$ cat src/rtl/rej_sampler_sched_pkg.sv
// Shared definitions for the rejection-sampler scheduler.
//   L, K      default poly counts for s1 / s2
//   ETA       secret coefficient bound of the default parameter set
//   NONCE_W   nonce field width appended above the seed
//   RHO_W     seed width
//   TMO_W     per-poly watchdog width
//   sched_state_t  scheduler FSM states
//   poly_tag_t     {sel, idx} tag handed to the coefficient store
package rej_sampler_sched_pkg;

  localparam int unsigned L       = 4;
  localparam int unsigned K       = 4;
  localparam int unsigned ETA     = 2;
  localparam int unsigned NONCE_W = 16;
  localparam int unsigned RHO_W   = 512;
  localparam int unsigned TMO_W   = 12;

  typedef enum logic [2:0] {
    ST_IDLE,
    ST_LAUNCH,
    ST_WAIT,
    ST_WRITE,
    ST_FIN,
    ST_TMO
  } sched_state_t;

  typedef struct packed {
    logic       sel;
    logic [2:0] idx;
  } poly_tag_t;

  // Nonces 0..l-1 are s1[nonce]; nonces l.. are s2[nonce-l].
  function automatic poly_tag_t nonce_to_tag(input logic [7:0] nonce, input logic [7:0] l);
    poly_tag_t t;
    t.sel = (nonce >= l);
    t.idx = 3'(t.sel ? nonce - l : nonce);
    return t;
  endfunction

endpackage

$ cat src/rtl/rej_sampler_sched_wdog_cnt.sv
// Per-poly watchdog counter.
//   clk  clock
//   rst  synchronous active-high reset
//   clr  restart count from zero
//   en   count one cycle (holds once saturated)
//   sat  count is all-ones
module wdog_cnt #(
  parameter int unsigned TMO_W = rej_sampler_sched_pkg::TMO_W
) (
  input  logic clk,
  input  logic rst,
  input  logic clr,
  input  logic en,
  output logic sat
);

  logic [TMO_W-1:0] cnt_q;
  logic [TMO_W-1:0] cnt_d;

  assign sat = &cnt_q;

  always_comb begin
    cnt_d = cnt_q;
    if (clr) begin
      cnt_d = '0;
    end else if (en && !sat) begin
      cnt_d = cnt_q + TMO_W'(1);
    end
  end

  always_ff @(posedge clk) begin
    if (rst) begin
      cnt_q <= '0;
    end else begin
      cnt_q <= cnt_d;
    end
  end

endmodule

$ cat src/rtl/rej_sampler_sched.sv
// Sequences one shared bounded-rejection sampler core over the L+K secret
// polynomials of key generation, tagging each result as s1[i] or s2[j].
//   clk, rst    clock, synchronous active-high reset
//   start, rho  launch request (IDLE only) and seed captured with it
//   core_start  one-cycle launch pulse to the sampler core
//   core_seed   {nonce, rho_q}, stable from core_start until core_done
//   core_done   core has a finished poly on its data bus this cycle
//   poly_we     one-cycle store strobe qualifying poly_sel / poly_idx
//   poly_sel    0 = s1, 1 = s2; poly_idx index within that vector
//   busy, done  operation in flight / one-cycle completion pulse
//   err         sticky watchdog timeout, cleared by the next accepted start
module rej_sampler_sched #(
  parameter int unsigned L       = rej_sampler_sched_pkg::L,
  parameter int unsigned K       = rej_sampler_sched_pkg::K,
  parameter int unsigned RHO_W   = rej_sampler_sched_pkg::RHO_W,
  parameter int unsigned NONCE_W = rej_sampler_sched_pkg::NONCE_W,
  parameter int unsigned TMO_W   = rej_sampler_sched_pkg::TMO_W
) (
  input  logic                     clk,
  input  logic                     rst,
  input  logic                     start,
  input  logic [RHO_W-1:0]         rho,
  output logic                     core_start,
  output logic [NONCE_W+RHO_W-1:0] core_seed,
  input  logic                     core_done,
  output logic                     poly_we,
  output logic                     poly_sel,
  output logic [2:0]               poly_idx,
  output logic                     busy,
  output logic                     done,
  output logic                     err
);

  import rej_sampler_sched_pkg::*;

  sched_state_t     state_q, state_d;
  logic [7:0]       nonce_q, nonce_d;
  logic [RHO_W-1:0] rho_q, rho_d;
  logic             busy_q, busy_d;
  logic             err_q, err_d;
  logic             done_q, done_d;
  logic             core_start_q, core_start_d;
  logic             poly_we_q, poly_we_d;
  poly_tag_t        tag_q, tag_d;
  logic             wd_clr, wd_en, wd_sat;

  wdog_cnt #(
    .TMO_W(TMO_W)
  ) u_wdog (
    .clk(clk),
    .rst(rst),
    .clr(wd_clr),
    .en (wd_en),
    .sat(wd_sat)
  );

  // Pulse outputs are registered on entry to their state so they are high
  // for exactly the cycle the FSM spends in LAUNCH / WRITE / FIN.
  always_comb begin
    state_d      = state_q;
    nonce_d      = nonce_q;
    rho_d        = rho_q;
    busy_d       = busy_q;
    err_d        = err_q;
    done_d       = 1'b0;
    core_start_d = 1'b0;
    poly_we_d    = 1'b0;
    tag_d        = tag_q;
    wd_clr       = 1'b0;
    wd_en        = 1'b0;

    unique case (state_q)
      ST_IDLE: begin
        if (start) begin
          rho_d        = rho;
          nonce_d      = '0;
          err_d        = 1'b0;
          busy_d       = 1'b1;
          core_start_d = 1'b1;
          state_d      = ST_LAUNCH;
        end
      end
      ST_LAUNCH: begin
        wd_clr  = 1'b1;
        state_d = ST_WAIT;
      end
      ST_WAIT: begin
        wd_en = 1'b1;
        // A completion on the saturation cycle still counts.
        if (core_done) begin
          poly_we_d = 1'b1;
          tag_d     = nonce_to_tag(nonce_q, 8'(L));
          state_d   = ST_WRITE;
        end else if (wd_sat) begin
          state_d = ST_TMO;
        end
      end
      ST_WRITE: begin
        if (nonce_q == 8'(L + K - 1)) begin
          done_d  = 1'b1;
          state_d = ST_FIN;
        end else begin
          nonce_d      = nonce_q + 8'd1;
          core_start_d = 1'b1;
          state_d      = ST_LAUNCH;
        end
      end
      ST_FIN: begin
        busy_d  = 1'b0;
        state_d = ST_IDLE;
      end
      ST_TMO: begin
        err_d   = 1'b1;
        busy_d  = 1'b0;
        state_d = ST_IDLE;
      end
      default: begin
        state_d = ST_IDLE;
      end
    endcase
  end

  always_ff @(posedge clk) begin
    if (rst) begin
      state_q      <= ST_IDLE;
      nonce_q      <= '0;
      rho_q        <= '0;
      busy_q       <= 1'b0;
      err_q        <= 1'b0;
      done_q       <= 1'b0;
      core_start_q <= 1'b0;
      poly_we_q    <= 1'b0;
      tag_q        <= '0;
    end else begin
      state_q      <= state_d;
      nonce_q      <= nonce_d;
      rho_q        <= rho_d;
      busy_q       <= busy_d;
      err_q        <= err_d;
      done_q       <= done_d;
      core_start_q <= core_start_d;
      poly_we_q    <= poly_we_d;
      tag_q        <= tag_d;
    end
  end

  assign core_start = core_start_q;
  assign core_seed  = {{(NONCE_W - 8){1'b0}}, nonce_q, rho_q};
  assign poly_we    = poly_we_q;
  assign poly_sel   = tag_q.sel;
  assign poly_idx   = tag_q.idx;
  assign busy       = busy_q;
  assign done       = done_q;
  assign err        = err_q;

endmodule

$ cat config.mk
export PLATFORM = sky130hd
export DESIGN_NAME = rej_sampler_sched
export DESIGN_NICKNAME = d
export VERILOG_FILES = /design/src/rtl/rej_sampler_sched_pkg.sv /design/src/rtl/rej_sampler_sched_wdog_cnt.sv /design/src/rtl/rej_sampler_sched.sv
export SDC_FILE = /design/constraint.sdc
export NUM_CORES = 1
export LEC_CHECK = 0
export CAP_MARGIN = 20
export CORE_AREA = 10 10 401 403
export DETAILED_ROUTE_END_ITERATION = 6
export DIE_AREA = 0 0 411 413
export DONT_BUFFER_PORTS = 1
export GPL_ROUTABILITY_DRIVEN = 1
export PLACE_DENSITY = 0.3
export SETUP_SLACK_MARGIN = 0.3
export SLEW_MARGIN = 20
export SYNTH_ARGS = -nofsm -noshare
export SYNTH_HDL_FRONTEND = slang
export SYNTH_SLANG_ARGS = --single-unit
$ cat constraint.sdc
create_clock -name clk -period 3.3 [get_ports clk]
set_input_delay 0.99 -clock clk [delete_from_list [all_inputs] [get_ports clk]]
set_output_delay 0.99 -clock clk [all_outputs]
set_load 0.01 [all_outputs]
== Word-level counts from Yosys, hierarchy flattened ==
Index checks and enable logic that the tools add are counted.
Cells by class
  $add $sub $neg: 3
  multipliers: 0
  divide/modulo/power cells: 0
  order comparisons: 1
  eq/ne operators: 9
  shift-type cells: 0
  muxes and demuxes: 20
  bitwise logic cells: 2
  reductions and logical operators: 17
Operators with widths (number)
  8-bit two-way mux: 2
  8-bit case mux with 2 select lines: 1
  3-bit two-way mux: 5
  12-bit by 1-bit adder with 12-bit output (second input constant): 1
  3-bit case mux with 4 select lines: 1
  12-bit AND reduction: 1
  2-bit AND reduction: 5
  8-bit by 1-bit adder with 8-bit output (second input constant): 1
  8-bit by 3-bit == test with 1-bit output (second input constant): 1
  8-bit by 3-bit greater-or-equal comparator with 1-bit output (second input constant): 1
  1-bit two-way mux: 8
  2-bit OR reduction: 4
  3-bit by 2-bit == test with 1-bit output (second input constant): 2
  3-bit == test (second input constant): 2
  1-bit case mux with 2 select lines: 3
  2-bit nonzero test: 3
  2-bit != test (second input constant): 2
  3-bit by 1-bit == test with 1-bit output (second input constant): 1
  3-bit zero test: 1
  3-bit by 2-bit != test with 1-bit output (second input constant): 1
  3-bit AND reduction: 1
  3-bit subtractor (second input constant): 1
  1-bit inverter: 2
  1-bit logical AND: 1
  1-bit zero test: 1
Storage, ports and cells
  flip-flop bits (word level): 544
  latch bits: 0
  bits in writable memories: 0
  bits in read-only memories: 0
  input port bits: 516
  output and inout bits: 537
  word-level logic and storage cells: 63
  memories kept: 0

== Longest topological paths before layout ==
Gate-level depths: netlist (run 1).
  depth after elaboration: 4
  gate-level depth with buffers: 8
  mapped depth without buffers: 5

== Hierarchy ==
Synthesis (run 1) repeated with hierarchy kept, for this count alone.
Unflattened totals
  cells, all modules: 2415
  area total of the unflattened synthesis: 19009.5 sq um
Modules (own cells, without submodules)
  rej_sampler_sched: times used 1, cells an instance 2342, area each 18391.4 sq um, sequential area each 10650.2 sq um
  wdog_cnt: times used 1, cells an instance 73, area each 618.1 sq um, sequential area each 240.2 sq um

== Worst setup path after synthesis (run 1) ==
No wires, ideal clock.
  path type: input to register
  from: in rst
  to: reg nonce_q[5]
  library setup time: 0.074 ns
  arrival time: 2.144 ns
  required time: 3.226 ns
  path slack: 1.082 ns
  stages: 5
  path buffers: 1
  path through: clkbuf_1 and4bb_2 a21boi_0 a41oi_1 a31oi_1
RTL lines
  from (decl): RTL line rej_sampler_sched.sv:20  | input logic rst,
  to (signal assigned): RTL line rej_sampler_sched.sv:136  | nonce_q <= nonce_d;
  to (decl): RTL line rej_sampler_sched.sv:37  | logic [7:0] nonce_q, nonce_d;

== Worst setup path in the final report (run 1) ==
  from: in rst
  to: reg rho_q[499]
RTL lines
  to (signal assigned): RTL line rej_sampler_sched.sv:137  | rho_q <= rho_d;
  to (decl): RTL line rej_sampler_sched.sv:38  | logic [RHO_W-1:0] rho_q, rho_d;
No word-level cell between the ends.

==> results of run 1 <==
[metrics by stage]
stage	cell area [µm²]	setup slack [ps]	utilization (%)
2_1_floorplan	19100	1080	-
3_3_place_gp	21200	700	13.9
6_report	23700	-79.7	15.5
4_1_cts	23700	697	15.5
5_1_grt	23700	766	15.5
3_5_place_dp	21200	641	13.9
[state kept, by name, summed over array words and instances (netlist names)]
signal        flops
rho_q           512
u_wdog.cnt_q     12
nonce_q           8
poly_idx          3
state_q           3
busy              1
core_start        1
done              1
err               1
poly_sel          1
poly_we           1
[cell usage after synthesis (3+ instances only)]
| cell | count |
|---|---|
| nor4_1 | 5 |
| clkbuf_1 | 68 |
| or3_1 | 7 |
| nand3_1 | 13 |
| and3_1 | 4 |
| o21ai_0 | 10 |
| inv_1 | 8 |
| nand2b_1 | 3 |
| nor2_1 | 10 |
| nand2_1 | 1039 |
| buf_2 | 109 |
| a21oi_1 | 531 |
| buf_4 | 9 |
| a31oi_1 | 5 |
| ha_1 | 3 |
| dfxtp_1 | 544 |
| o31ai_1 | 3 |
| nor3_1 | 7 |
[cell type report]
class | instances | area share [%]
Antenna cell | 8 | 0.0844
Clock buffer | 107 | 8.96
Clock inverter | 26 | 1.66
Inverter | 8 | 0.127
Multi-Input combinational cell | 1679 | 30.7
Sequential cell | 544 | 45.9
Tap cell | 2044 | 10.8
Timing Repair Buffer | 36 | 1.82
[metal layers]
layer	up-vias	GRT usage (%)	routed length [µm]
li1	7689	-	-
met1	7762	11.9	37200
met2	749	20.5	54100
met3	157	7.15	15100
met4	2	3.60	2270
met5	-	0	13
[cell usage in the layout (no fill, tap or decap), types with 2 or more instances in the layout]
master      netlist  routed
a31oi_1           5       5
clkinv_2          0       8
clkbuf_8          0      13
inv_1             8       8
dfxtp_1         544     544
nor3b_1           2       2
clkbuf_1         68      19
nand2b_1          3       3
buf_12            0      13
nor2_1           10      10
nor4_1            5       5
bufinv_16         0       6
clkbuf_16         0      75
o31ai_1           3       3
diode_2           0       8
clkinv_4          0       2
nand2_1        1039    1039
clkinv_16         0       2
conb_1            1       8
or2_2             2       2
o21ai_0          10      10
nand3_1          13      12
and2_1            2       2
buf_4             9      23
clkinv_8          0       4
or4_1             2       2
nor3_1            7       7
a21oi_1         531     531
ha_1              3       3
or3_1             7       7
xnor2_1           2       2
clkinvlp_4        0       4
and3_1            4       4
[cells by family after synthesis]
| kind of cell | count (synthesis) |
|---|---|
| compound gates | 562 |
| xor+xnor | 2 |
| fa+ha+maj | 3 |
| buf+inv | 195 |
| flops | 544 |
| other cells | 1 |
| simple gates | 1104 |
[path summary, 6_finish.rpt]
| path | end | slack [ps] |
|---|---|---|
| hold / removal | rho_q[425]$_SDFFE_PP0P_ | 440 |
| setup reg to reg | rho_q[217]$_SDFFE_PP0P_ | 1010 |
| setup / recovery | rho_q[499]$_SDFFE_PP0P_ | -80 |
| hold reg to reg | u_wdog.cnt_q[9]$_SDFFE_PP0P_ | 480 |
[power groups by stage]
stage | Sequential, mW | Combinational, mW | Clock, mW
floorplan | 8.17 | 1.84 | 0
global placement | 8.79 | 2.38 | 0
detailed placement | 8.78 | 2.41 | 0
CTS | 8.64 | 2.42 | 8.74
global route | 8.72 | 2.69 | 8.95
finish | 8.59 | 2.37 | 8.35
==> impl_metrics.csv, run 1 <==
group,metric,value,unit
outcome,status,"finished, violations left",
outcome,violations,"max-slew violations, negative setup slack",
setup_path,path_delay_family,"compound AO/OA/AOI/OAI gates",
route,via_per_inst,3.67,
cts,cts_tree,"done",
setup_path,cp-startpoint,"rst",
placed_design,dp_cells,4311,
sta,hold_violations,0,
cells_and_area,final_cells,4452,
pwr,p_total,19.3,mW
sta,rsz0062_at_grt,"false",
synthesis,synth_ff_type,"dfxtp_1",
synthesis,synth_mux_area_share,0,%
sta,finalSetupViolations,16,
placed_design,place.gp.congestion,0.859,
die,die_h,413,µm
setup_path,end_kind,"register",
worst_hold_path,min-delay-start,"rho[425]",
route,routed_wl,109000,µm
pwr,p_per_area,814,nW/µm²
cts,cts_sinks,544,
setup_path,path_cells,"a21oi_1",
setup_path,cp_num_cells,1,
synthesis,yosys_warnings,0,
sta,setup_tns,-457,ps
cts,clock_latency,670,ps
synthesis,synthCells,2411,
flow_run,cap_violations,0,
cts,cts_setup_buffers,0,
setup_path,cp.arrival,3870,ps
placed_design,io_buffer_count,0,
cts,htreeDepth,3,
die,ioPinCount,1053,
setup_path,cpPeakStageDelay,970,ps
synthesis,synthTopCellsByArea,"dfxtp_1 57%, nand2_1 20%, a21oi_1 14%",
synthesis,yosys.area.top_type,"dfxtp_1",
worst_hold_path,whs_path_depth,2,
cells_and_area,fill_cells,17300,
sta,fmax,0.296,GHz
pwr,vdd_ir_drop_max,0.325,mV
sta,max_slew_margin,-175,%
synthesis,synth_top_family_by_area,"simple AND/OR/NAND/NOR gates",
cells_and_area,final_nets,2862,
sta,finalClockSkew,29.4,ps
global_routing,grt_pass1_wl,142000,µm
setup_path,crit_required,3790,ps
worst_hold_path,hp-class,"in2reg",
pwr,cell_internal_pwr,13.1,mW
placed_design,place_hpwl,84600,µm
global_routing,grt_pass1_vias,15700,
sta,drv_slew,390,
cts,hold_buffers,0,
cells_and_area,syn_to_final_growth,24.7,%
synthesis,synthAdderAreaFrac,0.197,%
sta,finalCritPeriodShare,102,%
global_routing,grt_use_total,11.9,%
cells_and_area,seqCellArea,10900,µm²
route,drt-pass1-iter-count,5,
synthesis,netlist.area_leader.share,57.2,%
pwr,p_leak,8.07,nW
die,core-area,153000,µm²
setup_path,crit_fanout,528,
die,dieArea,170000,µm²
synthesis,ys_async_sr_fraction,0,%
sta,whs,443,ps
cts,clockBufferDepth,3,
setup_path,reg2reg_from,"state_q[0]$_SDFFE_PP0P_",
die,start_util,12.4,%
cts,ctsResizeCount,0,
synthesis,avgSynthCellArea,7.89,µm²
synthesis,synthSimpleGateAreaFrac,22.6,%
die,rows,144,
setup_path,cp.buffers_inverters,0,
route,dr_total_vias,16400,
cts,cts_root_buf,"clkbuf_16",
cells_and_area,drive_gt1_share,6.58,%
pwr,pwr-share-clk,43.2,%
route,wl_per_cell,24.4,µm
setup_path,criticalPathCategory,"in2reg",
cells_and_area,multiInputGateArea,7280,µm²
route,drt_iter0_markers,1145,
global_routing,grt_remaining_overflow,0,
route,ant_nets,0,
pwr,switching_power,6.21,mW
cts,cts_buffers,74,
synthesis,synth_compound_area_share,15.1,%
sta,final.setup.worst_slack,-79.7,ps
synthesis,synth_area,19000,µm²
cts,clkSlewWorstSetupHoldPaths,60,ps
global_routing,grt_max_degree,529,
die,die_w,411,µm
setup_path,reg2reg_depth,5,
sta,min_period,3380,ps
synthesis,yosysSeqAreaShare,57.2,%
setup_path,cp-start-kind,"primary input",
synthesis,synth-edff-count,0,
route,drc_errors,0,
synthesis,synth_seq_cells,544,
synthesis,synth_cell_types,46,
synthesis,synthXorXnorAreaFrac,0.0920,%
pwr,power_frac_seq,44.5,%
global_routing,antenna_found_initial,33,
pwr,swShare,32.2,%
pwr,comb_power_share,12.3,%
sta,tightest_slew,4130,ps
setup_path,slowest_stage,"a21oi_1",
(Power assumes the default switching activity.)
==> run 2: changes to the inputs <==
--- a/config.mk
+++ b/config.mk
@@ -5,7 +5,6 @@
 export SDC_FILE = /design/constraint.sdc
 export NUM_CORES = 1
 export LEC_CHECK = 0
-export CAP_MARGIN = 20
 export CORE_AREA = 10 10 401 403
 export DETAILED_ROUTE_END_ITERATION = 6
 export DIE_AREA = 0 0 411 413
==> results of run 2 <==
The final DEF is identical to that of run 1; final timing and power are the same.
==> run 3: changes to the inputs <==
--- a/config.mk
+++ b/config.mk
@@ -12,7 +12,6 @@
 export GPL_ROUTABILITY_DRIVEN = 1
 export PLACE_DENSITY = 0.3
 export SETUP_SLACK_MARGIN = 0.3
-export SLEW_MARGIN = 20
 export SYNTH_ARGS = -nofsm -noshare
 export SYNTH_HDL_FRONTEND = slang
 export SYNTH_SLANG_ARGS = --single-unit
==> results of run 3 <==
The final DEF is identical to that of run 1; final timing and power are the same.
